[src/rtl/div_unit_pkg.sv]
// Shared encodings for the multi-cycle divider: FSM states, start/ready levels
// and bus widths used by the divider and the HI/LO write path.
package div_unit_pkg;

    typedef enum logic [1:0] {
        DivFree   = 2'b00,
        DivByZero = 2'b01,
        DivOn     = 2'b10,
        DivEnd    = 2'b11
    } div_state_e;

    localparam logic DivStart          = 1'b1;
    localparam logic DivStop           = 1'b0;
    localparam logic DivResultReady    = 1'b1;
    localparam logic DivResultNotReady = 1'b0;

    localparam int unsigned RegDataW    = 32;
    localparam int unsigned DoubleRegW  = 64;
    localparam logic [RegDataW-1:0] ZeroWord = '0;

endpackage

[src/rtl/div_unit.sv]
// Radix-2 restoring divider for DIV/DIVU; one quotient bit per cycle.
// result_o = {remainder, quotient}, valid while ready_o is high.
module div_unit
    import div_unit_pkg::*;
#(
    parameter int unsigned DATA_W = 32
) (
    input  logic                clk,
    input  logic                rst,
    input  logic                signed_div_i,
    input  logic [DATA_W-1:0]   opdata1_i,
    input  logic [DATA_W-1:0]   opdata2_i,
    input  logic                start_i,
    input  logic                annul_i,
    output logic [2*DATA_W-1:0] result_o,
    output logic                ready_o
);

    localparam int unsigned CNT_W = $clog2(DATA_W) + 1;

    div_state_e          state, state_n;
    logic [CNT_W-1:0]    cnt, cnt_n;
    logic [2*DATA_W:0]   dividend, dividend_n;
    logic [DATA_W-1:0]   divisor, divisor_n;
    logic                sgn, sgn_n;
    logic                op1_neg, op1_neg_n;
    logic                op2_neg, op2_neg_n;
    logic [2*DATA_W-1:0] result_n;
    logic                ready_n;

    logic [DATA_W:0]     minus;
    logic [DATA_W-1:0]   mag1, mag2, quot, rem;

    always_ff @(posedge clk or posedge rst) begin
        if (rst) begin
            state    <= DivFree;
            cnt      <= '0;
            dividend <= '0;
            divisor  <= '0;
            sgn      <= 1'b0;
            op1_neg  <= 1'b0;
            op2_neg  <= 1'b0;
            result_o <= '0;
            ready_o  <= DivResultNotReady;
        end else begin
            state    <= state_n;
            cnt      <= cnt_n;
            dividend <= dividend_n;
            divisor  <= divisor_n;
            sgn      <= sgn_n;
            op1_neg  <= op1_neg_n;
            op2_neg  <= op2_neg_n;
            result_o <= result_n;
            ready_o  <= ready_n;
        end
    end

    always_comb begin
        state_n    = state;
        cnt_n      = cnt;
        dividend_n = dividend;
        divisor_n  = divisor;
        sgn_n      = sgn;
        op1_neg_n  = op1_neg;
        op2_neg_n  = op2_neg;
        result_n   = result_o;
        ready_n    = ready_o;

        mag1  = (signed_div_i && opdata1_i[DATA_W-1]) ? -opdata1_i : opdata1_i;
        mag2  = (signed_div_i && opdata2_i[DATA_W-1]) ? -opdata2_i : opdata2_i;
        minus = {1'b0, dividend[2*DATA_W-1:DATA_W]} - {1'b0, divisor};
        // Remainder takes the dividend's sign, quotient the XOR of both signs.
        quot  = (sgn && (op1_neg ^ op2_neg)) ? -dividend[DATA_W-1:0] : dividend[DATA_W-1:0];
        rem   = (sgn && op1_neg) ? -dividend[2*DATA_W:DATA_W+1] : dividend[2*DATA_W:DATA_W+1];

        unique case (state)
            DivFree: begin
                ready_n  = DivResultNotReady;
                result_n = '0;
                if (start_i == DivStart && !annul_i) begin
                    if (opdata2_i == '0) begin
                        state_n = DivByZero;
                    end else begin
                        state_n    = DivOn;
                        cnt_n      = '0;
                        sgn_n      = signed_div_i;
                        op1_neg_n  = opdata1_i[DATA_W-1];
                        op2_neg_n  = opdata2_i[DATA_W-1];
                        divisor_n  = mag2;
                        dividend_n = {{DATA_W{1'b0}}, mag1, 1'b0};
                    end
                end
            end
            DivByZero: begin
                dividend_n = '0;
                result_n   = '0;
                state_n    = DivEnd;
            end
            DivOn: begin
                if (annul_i) begin
                    state_n = DivFree;
                end else if (cnt != CNT_W'(DATA_W)) begin
                    if (minus[DATA_W]) begin
                        dividend_n = {dividend[2*DATA_W-1:0], 1'b0};
                    end else begin
                        dividend_n = {minus[DATA_W-1:0], dividend[DATA_W-1:0], 1'b1};
                    end
                    cnt_n = cnt + 1'b1;
                end else begin
                    result_n = {rem, quot};
                    ready_n  = DivResultReady;
                    cnt_n    = '0;
                    state_n  = DivEnd;
                end
            end
            DivEnd: begin
                if (start_i == DivStop) begin
                    state_n  = DivFree;
                    ready_n  = DivResultNotReady;
                    result_n = '0;
                end else begin
                    ready_n = DivResultReady;
                end
            end
            default: state_n = DivFree;
        endcase
    end

endmodule

[config.mk]
export PLATFORM = sky130hd
export DESIGN_NAME = div_unit
export DESIGN_NICKNAME = d
export VERILOG_FILES = /design/src/rtl/div_unit_pkg.sv /design/src/rtl/div_unit.sv
export SDC_FILE = /design/constraint.sdc
export NUM_CORES = 1
export LEC_CHECK = 0
export BUFFER_PORTS_ARGS = -buffer_cell sky130_fd_sc_hd__buf_2
export CAP_MARGIN = 10
export CORE_ASPECT_RATIO = 2
export CORE_MARGIN = 5
export CORE_UTILIZATION = 40
export DETAILED_ROUTE_END_ITERATION = 12
export GPL_ROUTABILITY_DRIVEN = 1
export GPL_TIMING_DRIVEN = 0
export HOLD_SLACK_MARGIN = 0.02
export PLACE_DENSITY = 0.57
export SLEW_MARGIN = 20
export SYNTH_ARGS = -nofsm -noshare
export SYNTH_HDL_FRONTEND = slang
export SYNTH_SLANG_ARGS = --single-unit
[constraint.sdc]
create_clock -name clk -period 9.3 [get_ports clk]
set_clock_uncertainty 0.1 [all_clocks]
set_input_delay 0.93 -clock clk [delete_from_list [all_inputs] [get_ports clk]]
set_output_delay 0.93 -clock clk [all_outputs]
set_load 0.02 [all_outputs]
==> results.tsv, run 1 <==
stage	metric	value	unit
cts	clock slew at reported path FFs	0.07	ns
layout	fraction of layout cells with a size suffix above 1	13.9	%
synthesis	Avg Inst Size Synth	8.30	sq um
cts	cts hold-fix bufs	0	
floorplan	die span in y	251	um
synthesis	post-synthesis sequential area ratio	37.2	%
sta	RSZ-0062 raised after global routing	no	
sta	worst-margin pin slew	0.908	ns
status	status	completed	
routing	Total Wirelength	39.6	mm
synthesis	Yosys cell types	78	
placed_design	Setup WS pre-CTS	4.73	ns
critical_path	CP Max Fanout	10	
routing	DRT iter0 DRCs	577	
synthesis	synth top area cells	dfrtp_1 (37%), nand2_1 (6.6%), o21ai_0 (6.3%)	
cts	post_cts resized	0	
synthesis	Mapped Area	11700	sq um
placed_design	Inst Count DP	1898	
synthesis	YS warnings	0	
cts	clock sinks	173	
global_routing	largest net degree at the start of global routing	100	
floorplan	num rows	88	
hold_path	worst min path class	flip-flop to flip-flop	
synthesis	ys flop type	dfrtp_1	
sta	Hold Slack	0.374	ns
synthesis	synthesized instance count	1404	
critical_path	critical path endpoint category	flip-flop	
layout	Nets	1670	
synthesis	EDFF count, synth	0	
sta	Max transition margin	39.3	%
placed_design	RD Place Congestion	0.948	
power_and_ir_drop	Final Total Pwr	0.00403	W
cts	CTS tree	yes	
sta	Final Max Slew Viols	0	
cts	H-tree depth	4	
global_routing	vias in the first global route	11270	
sta	crit path time final	4.01	ns
synthesis	Synth top area share	37.2	%
routing	drt via density	5.62	
global_routing	GR Overflow Total	0	
layout	ant diodes	0	
global_routing	first-pass GRT wire length	61.7	mm
sta	Fin. Hold Viols	0	
power_and_ir_drop	Max VDD drop	0.157	mV
sta	fmax	249	MHz
cts	setup bufs post-CTS	0	
synthesis	Net Count, Synth	1517	
synthesis	Synth Register Bits	173	
critical_path	Startpoint Class	primary input	
sta	crit path setup slack, layout	5.29	ns
cts	root buf cell	clkbuf_16	
floorplan	I/O pin cnt	134	
power_and_ir_drop	PwrDens	301	nW/um^2
synthesis	async set or reset register ratio after synthesis	100	%
synthesis	Yosys top cell by area	dfrtp_1	
layout	area grow syn2layout	15.0	%
floorplan	core area	28800	sq um
routing	Routed Antenna Nets	0	
global_routing	total track usage	24.7	%
sta	Final Setup Violations	0	
routing	Via Count	10843	
floorplan	Die Width	131	um
sta	crit share post-route	43.1	%
layout	non-filler cells, final	1930	
critical_path	WP data required	9.49	ns
routing	DRC Markers	0	
power_and_ir_drop	leak pwr	5.88	nW
sta	setup TNS after final layout	0	ns
routing	First-pass DRT Iterations	5	
placed_design	buffers added on ports	133	
cts	clk buf depth	2	
critical_path	crit path DAT	4.20	ns
cts	Clock Latency Late Sink	0.46	ns
placed_design	hpwl dp	31.9	mm
flow_run	maxcap violations	0	
routing	drt wl/cell	20.5	um
critical_path	Setup CP Type	primary input to flip-flop	
floorplan	starting density of the core	40.4	%
floorplan	Die Area	32900	sq um
cts	total CTS buffers	17	
global_routing	initial antenna violation count	0	
path summary, 6_finish.rpt:
check	start	to	slack [ns]	cells past startpoint
hold / removal	result_o[20]	result_o[20]	0.37	2
max in group asynchronous	rst	dividend[37]	7.72	3
setup reg to reg	dividend[46]	dividend[55]	5.41	12
hold reg to reg	result_o[20]	result_o[20]	0.37	2
setup / recovery	opdata2_i[2]	dividend[55]	5.29	10
min in group asynchronous	rst	result_o[11]	0.42	2
synthesized netlist by cell type (7+ instances only):
cell and instances:
ha_1 43, a21oi_1 117, a31oi_1 15, nor2_1 127, dfrtp_1 173, o31ai_1 53, or3_1 10, a211oi_1 7
mux2i_1 22, nor4_1 13, nand2_1 205, nor3_1 21, o311ai_0 10, nand3_1 17, xnor2_1 72, buf_2 11
or4_1 10, clkbuf_1 53, o41ai_1 12, nand4_1 16, inv_1 55, a21o_1 12, xor2_1 70, nand2b_1 9
o21ai_0 147
layer usage:
metal | share of wire, % | vias to the layer above | track usage, %
met5 | 0 | - | 0
met4 | 8.5 | 0 | 18.2
met3 | 3.6 | 134 | 3.83
met2 | 55 | 305 | 46.4
met1 | 33 | 5151 | 23.1
li1 | - | 5253 | -
metrics by stage:
step,cell area [sq um],util [%]
4_1_cts,13400,46.4
5_1_grt,13400,46.5
2_1_floorplan,11700,-
3_5_place_dp,12800,44.4
3_3_place_gp,12800,44.3
6_report,13400,46.5
critical path, cell delays in order:
cell and delay, ns:
buf_2 0.12, or3_1 0.41, nor3b_2 0.39, and4_1 0.36
nand4b_1 0.44, nor2_2 0.39, a211oi_2 0.19, nand2_1 0.25
clkbuf_1 0.46, o311ai_0 0.22
placed cells by master, fill, tap and decap left out, drive strengths merged, types with 5 or more instances in the layout:
| cell type | count |
|---|---|
| nand2 | 205 |
| dfrtp | 173 |
| buf | 156 |
| o21ai | 149 |
| nor2 | 128 |
| a21oi | 117 |
| clkbuf | 75 |
| xnor2 | 72 |
| xor2 | 70 |
| inv | 60 |
| o31ai | 54 |
| ha | 43 |
| mux2i | 22 |
| nor3 | 22 |
| nand3 | 18 |
| nand4 | 16 |
| a31oi | 15 |
| nor4 | 15 |
| o41ai | 13 |
| or4 | 13 |
| a21o | 12 |
| or3 | 11 |
| o311ai | 10 |
| nand2b | 10 |
| a211oi | 8 |
| and2 | 8 |
| o21a | 6 |
| clkinv | 6 |
| mux2 | 5 |
| o211ai | 5 |
| nor2b | 5 |
cell type report:
| cell class | instances | area [sq um] |
|---|---|---|
| fillers | 2919 | 15400 |
| multi-input cells | 1096 | 6760 |
| flip-flops and latches | 173 | 4330 |
| repair buffers | 134 | 693 |
| clock buffers | 20 | 457 |
| well taps | 360 | 450 |
| plain buffers | 79 | 373 |
| inverters | 56 | 218 |
| clock inverters | 12 | 128 |
registers in the layout, summed over array words and instances, names as in the netlist:
name      cells
ready_o       1
state         2
sgn           1
dividend     65
cnt           6
divisor      32
op2_neg       1
result_o     64
op1_neg       1
logic make-up (layout without fill, tap and decap cells):
logic type      Yosys count  in the layout  share of synthesized area [%]
xor+xnor                142            142                           10.7
fa+ha+maj                44             44                           4.79
compound gates          410            410                           21.3
mux                      27             27                           2.37
buf+inv                 135            301                           5.00
simple gates            473            473                           18.7
flops                   173            173                           37.2
report_power, final:
group          switching, W  internal [W]
sequential         0.000178      0.000968
clock              0.000330      0.000389
combinational       0.00147      0.000691
total               0.00198       0.00205
Power figures use the tool's default switching activity.
==> run 2: changes to the inputs <==
--- a/config.mk
+++ b/config.mk
@@ -5,6 +5,7 @@
 export SDC_FILE = /design/constraint.sdc
 export NUM_CORES = 1
 export LEC_CHECK = 0
+export ABC_AREA = 1
 export BUFFER_PORTS_ARGS = -buffer_cell sky130_fd_sc_hd__buf_2
 export CAP_MARGIN = 10
 export CORE_ASPECT_RATIO = 2
==> constraint.sdc (replaced) <==
create_clock -name clk -period 3.8 [get_ports clk]
set_clock_uncertainty 0.1 [all_clocks]
set_input_delay 0.38 -clock clk [delete_from_list [all_inputs] [get_ports clk]]
set_output_delay 0.38 -clock clk [all_outputs]
set_load 0.02 [all_outputs]
==> run 2 against run 1 <==
Net effect: sequential power is 140% higher; wire length rose by 25%; clock-buffer cell count fell by 1; critical endpoint is now result_o[63]; largest cell class unchanged.
==> results.tsv, run 2 <==
stage	metric	value	unit	change
status	status	completed		unchanged
synthesis	xor/xnor share of the synthesized area	3.82	%	was 10.7%
critical_path	crit path DAT	3.05	ns	was 4.20 ns
critical_path	reg-to-reg startpoint	state[0]		was dividend[46]
sta	Max transition margin	46.0	%	was 39.3%
cts	root buf cell	clkbuf_16		unchanged
cts	clk buf depth	2		unchanged
global_routing	vias in the first global route	13738		was 11270
cts	setup bufs post-CTS	0		unchanged
flow_run	maxcap violations	0		unchanged
floorplan	Die Area	36600	sq um	was 32900 sq um
sta	worst-margin pin slew	0.802	ns	was 0.908 ns
global_routing	largest net degree at the start of global routing	33		was 100
hold_path	Worst Hold Path EP	divisor[31]		was result_o[20]
synthesis	EDFF count, synth	0		unchanged
cts	post_cts resized	0		unchanged
layout	most common cell after layout, fill and taps aside	nand2_1		unchanged
hold_path	worst min path class	primary input to flip-flop		was flip-flop to flip-flop
layout	Nets	2279		was 1670
sta	Fin. Hold Viols	0		unchanged
cts	Clock Latency Late Sink	0.46	ns	about the same
synthesis	Avg Inst Size Synth	6.51	sq um	was 8.30 sq um
synthesis	YS warnings	0		unchanged
routing	Via Count	13482		was 10843
synthesis	Compound-Gate Fraction of Synth Area	12.7	%	was 21.3%
synthesis	Synth top area share	33.1	%	was 37.2%
floorplan	starting density of the core	40.5	%	was 40.4%
cts	total CTS buffers	17		unchanged
routing	Routed Antenna Nets	0		unchanged
routing	drt wl/cell	19.0	um	was 20.5 um
sta	Final Max Slew Viols	0		unchanged
sta	fmax	361	MHz	
global_routing	total track usage	27.6	%	was 24.7%
routing	DRT iter0 DRCs	675		was 577
power_and_ir_drop	Max VDD drop	0.356	mV	was 0.157 mV
placed_design	Inst Count DP	2573		was 1898
critical_path	FF-to-FF path depth	9		was 12
synthesis	synthesized instance count	2008		was 1404
synthesis	Net Count, Synth	2121		was 1517
routing	Total Wirelength	49.6	mm	was 39.6 mm
routing	drt via density	5.17		was 5.62
floorplan	Die Width	138	um	was 131 um
global_routing	GR Overflow Total	0		unchanged
synthesis	most numerous cell in the Yosys netlist	nand2_1		unchanged
routing	First-pass DRT Iterations	5		unchanged
critical_path	Setup CP Type	flip-flop to flip-flop		was primary input to flip-flop
synthesis	post-synthesis sequential area ratio	33.1	%	was 37.2%
layout	number of flip-flops under the largest register name	65		unchanged
layout	Top Registers	dividend: 65 flops, result_o: 64 flops, divisor: 32 flops		unchanged
critical_path	critical path endpoint category	flip-flop		unchanged
power_and_ir_drop	leak pwr	8.23	nW	was 5.88 nW
hold_path	worst hold path depth	3		was 2
cts	CTS tree	yes		unchanged
floorplan	core area	32200	sq um	was 28800 sq um
synthesis	Post-synth top cells	nand2_1 (649), inv_1 (275), nor2_1 (182)		was nand2_1 (205), dfrtp_1 (173), o21ai_0 (147)
cts	clock slew at reported path FFs	0.07	ns	about the same
synthesis	ys flop type	dfrtp_1		unchanged
layout	Biggest register	dividend		unchanged
critical_path	WP data required	4.08	ns	was 9.49 ns
floorplan	I/O pin cnt	134		unchanged
layout	fillcell total	3438		was 2919
sta	setup TNS after final layout	0	ns	unchanged
synthesis	Mapped Area	13100	sq um	was 11700 sq um
critical_path	CP Max Fanout	10		unchanged
synthesis	largest family of logic cells by synthesized area	simple AND/OR/NAND/NOR gates		was compound AO/OA/AOI/OAI gates
cts	clock sinks	173		unchanged
sta	RSZ-0062 raised after global routing	no		unchanged
synthesis	Synth Register Bits	173		unchanged
placed_design	hpwl dp	41.8	mm	was 31.9 mm
routing	DRC Markers	0		unchanged
floorplan	die span in y	266	um	was 251 um
layout	non-filler cells, final	2606		was 1930
critical_path	reg2reg setup slack	1.03	ns	was 5.41 ns
sta	crit path time final	2.77	ns	
synthesis	Post-Synth Adder-Cell Area	4.27	%	was 4.79%
power_and_ir_drop	PwrDens	672	nW/um^2	was 301 nW/um^2
synthesis	Yosys top cell by area	dfrtp_1		unchanged
layout	Multi-input gate area	7320	sq um	was 6760 sq um
global_routing	first-pass GRT wire length	75.1	mm	was 61.7 mm
synthesis	simple-gate share of the synthesized area	35.2	%	was 18.7%
critical_path	reg2reg end	result_o[63]		was dividend[55]
global_routing	initial antenna violation count	0		unchanged
synthesis	Yosys cell types	47		was 78
hold_path	Worst Min Path Start	opdata2_i[31]		was result_o[20]
sta	crit share post-route	72.9	%	
synthesis	async set or reset register ratio after synthesis	100	%	unchanged
synthesis	synth top area cells	dfrtp_1 (33%), nand2_1 (19%), inv_1 (7.9%)		was dfrtp_1 (37%), nand2_1 (6.6%), o21ai_0 (6.3%)
placed_design	RD Place Congestion	0.982		was 0.948
layout	area grow syn2layout	14.6	%	was 15.0%
layout	most frequent cells in the layout	nand2_1 (649), inv_1 (274), nor2_1 (182), dfrtp_1 (173), nand3_1 (169)		was nand2_1 (205), dfrtp_1 (173), o21ai_0 (147), buf_2 (144), nor2_1 (127)
cts	cts hold-fix bufs	1		was 0
sta	Final Setup Violations	0		unchanged
layout	register area	4330	sq um	unchanged
synthesis	mux cell area share after synthesis	0	%	was 2.37%
cts	H-tree depth	4		unchanged
placed_design	buffers added on ports	133		unchanged
critical_path	Startpoint Class	flip-flop		was primary input
layout	ant diodes	0		unchanged
critical_path	Crit. Startpoint	state[0]		was opdata2_i[2]
layout	fraction of layout cells with a size suffix above 1	12.4	%	was 13.9%
floorplan	num rows	93		was 88
run 2: changes by cell type after synthesis, sizes merged, moves of 17 or more:
cell    change
mux2i      -22
nand2     +458
a21oi      -34
nor2       +69
xor2       -29
nand3     +156
xnor2      -56
o31ai      -42
inv       +232
clkbuf     -37
buf        +17
run 2: worst max-delay path, stage by stage, from the launching register on:
cell and delay [ns]:
dfrtp_1 0.40, inv_1 0.11, ha_1 0.19, buf_2 0.32, nand2_1 0.18, nand3_1 0.33
buf_2 0.33, clkbuf_1 0.52, nand2_1 0.11, o21ai_1 0.10
run 2: stage by stage:
step / power, W / hold slack, ns / setup slack, ns / util (%) / area [sq um]
finish: 0.0101 / 0.122 / 1.03 / 46.4 / 15000
global route: 0.0108 / 0.113 / 0.802 / 46.4 / 15000
CTS: 0.0101 / 0.100 / 0.966 / 46.4 / 15000
detailed placement: 0.00827 / 0.364 / 0.989 / 44.6 / 14400
global placement: 0.00821 / 0.361 / -0.0959 / 44.3 / 14300
floorplan: 0.00627 / 0.349 / 1.11 / - / 13100
run 2: how the worst max path moves through the flow:
| stage | to | slack (ns) |
|---|---|---|
| after global placement | cnt[5] | -0.1 |
| after global routing | result_o[63] | 0.80 |
| after floorplan | cnt[0] | 1.11 |
| after CTS | result_o[63] | 0.97 |
| after detailed placement | result_o[63] | 0.99 |
| final | result_o[63] | 1.03 |
run 2: kinds of logic (layout without fill, tap and decap cells):
family | after synthesis | in the layout
AO/OA/AOI/OAI | 296 | 296
buffers and inverters | 349 | 520
adder cells (fa/ha/maj) | 44 | 44
flip-flops | 173 | 173
AND/OR/NAND/NOR | 1089 | 1089
XOR/XNOR | 57 | 57
run 2: routing by layer:
metal,GRT usage [%],routed length (um),up-vias
met5,0,0,-
met3,3.26,1410,177
met2,54.3,27800,360
met1,22.8,15200,6210
li1,-,-,6735
met4,24.2,5130,0
run 2: final cells by class:
| type | instances | share of cell area [%] |
|---|---|---|
| multi-input cells | 1486 | 48.9 |
| flip-flops and latches | 173 | 28.9 |
| inverters | 292 | 7.36 |
| repair buffers | 139 | 5.18 |
| well taps | 427 | 3.57 |
| clock buffers | 19 | 3.03 |
| plain buffers | 57 | 2.12 |
| clock inverters | 13 | 0.919 |
run 2: power by group:
group          switching (W)  leakage (nW)  internal, W  total, W
Sequential          0.000456          2.29      0.00232   0.00277
Clock               0.000811         0.292      0.00101   0.00182
Combinational        0.00389          5.65      0.00159   0.00547
Total                0.00515          8.23      0.00491    0.0101
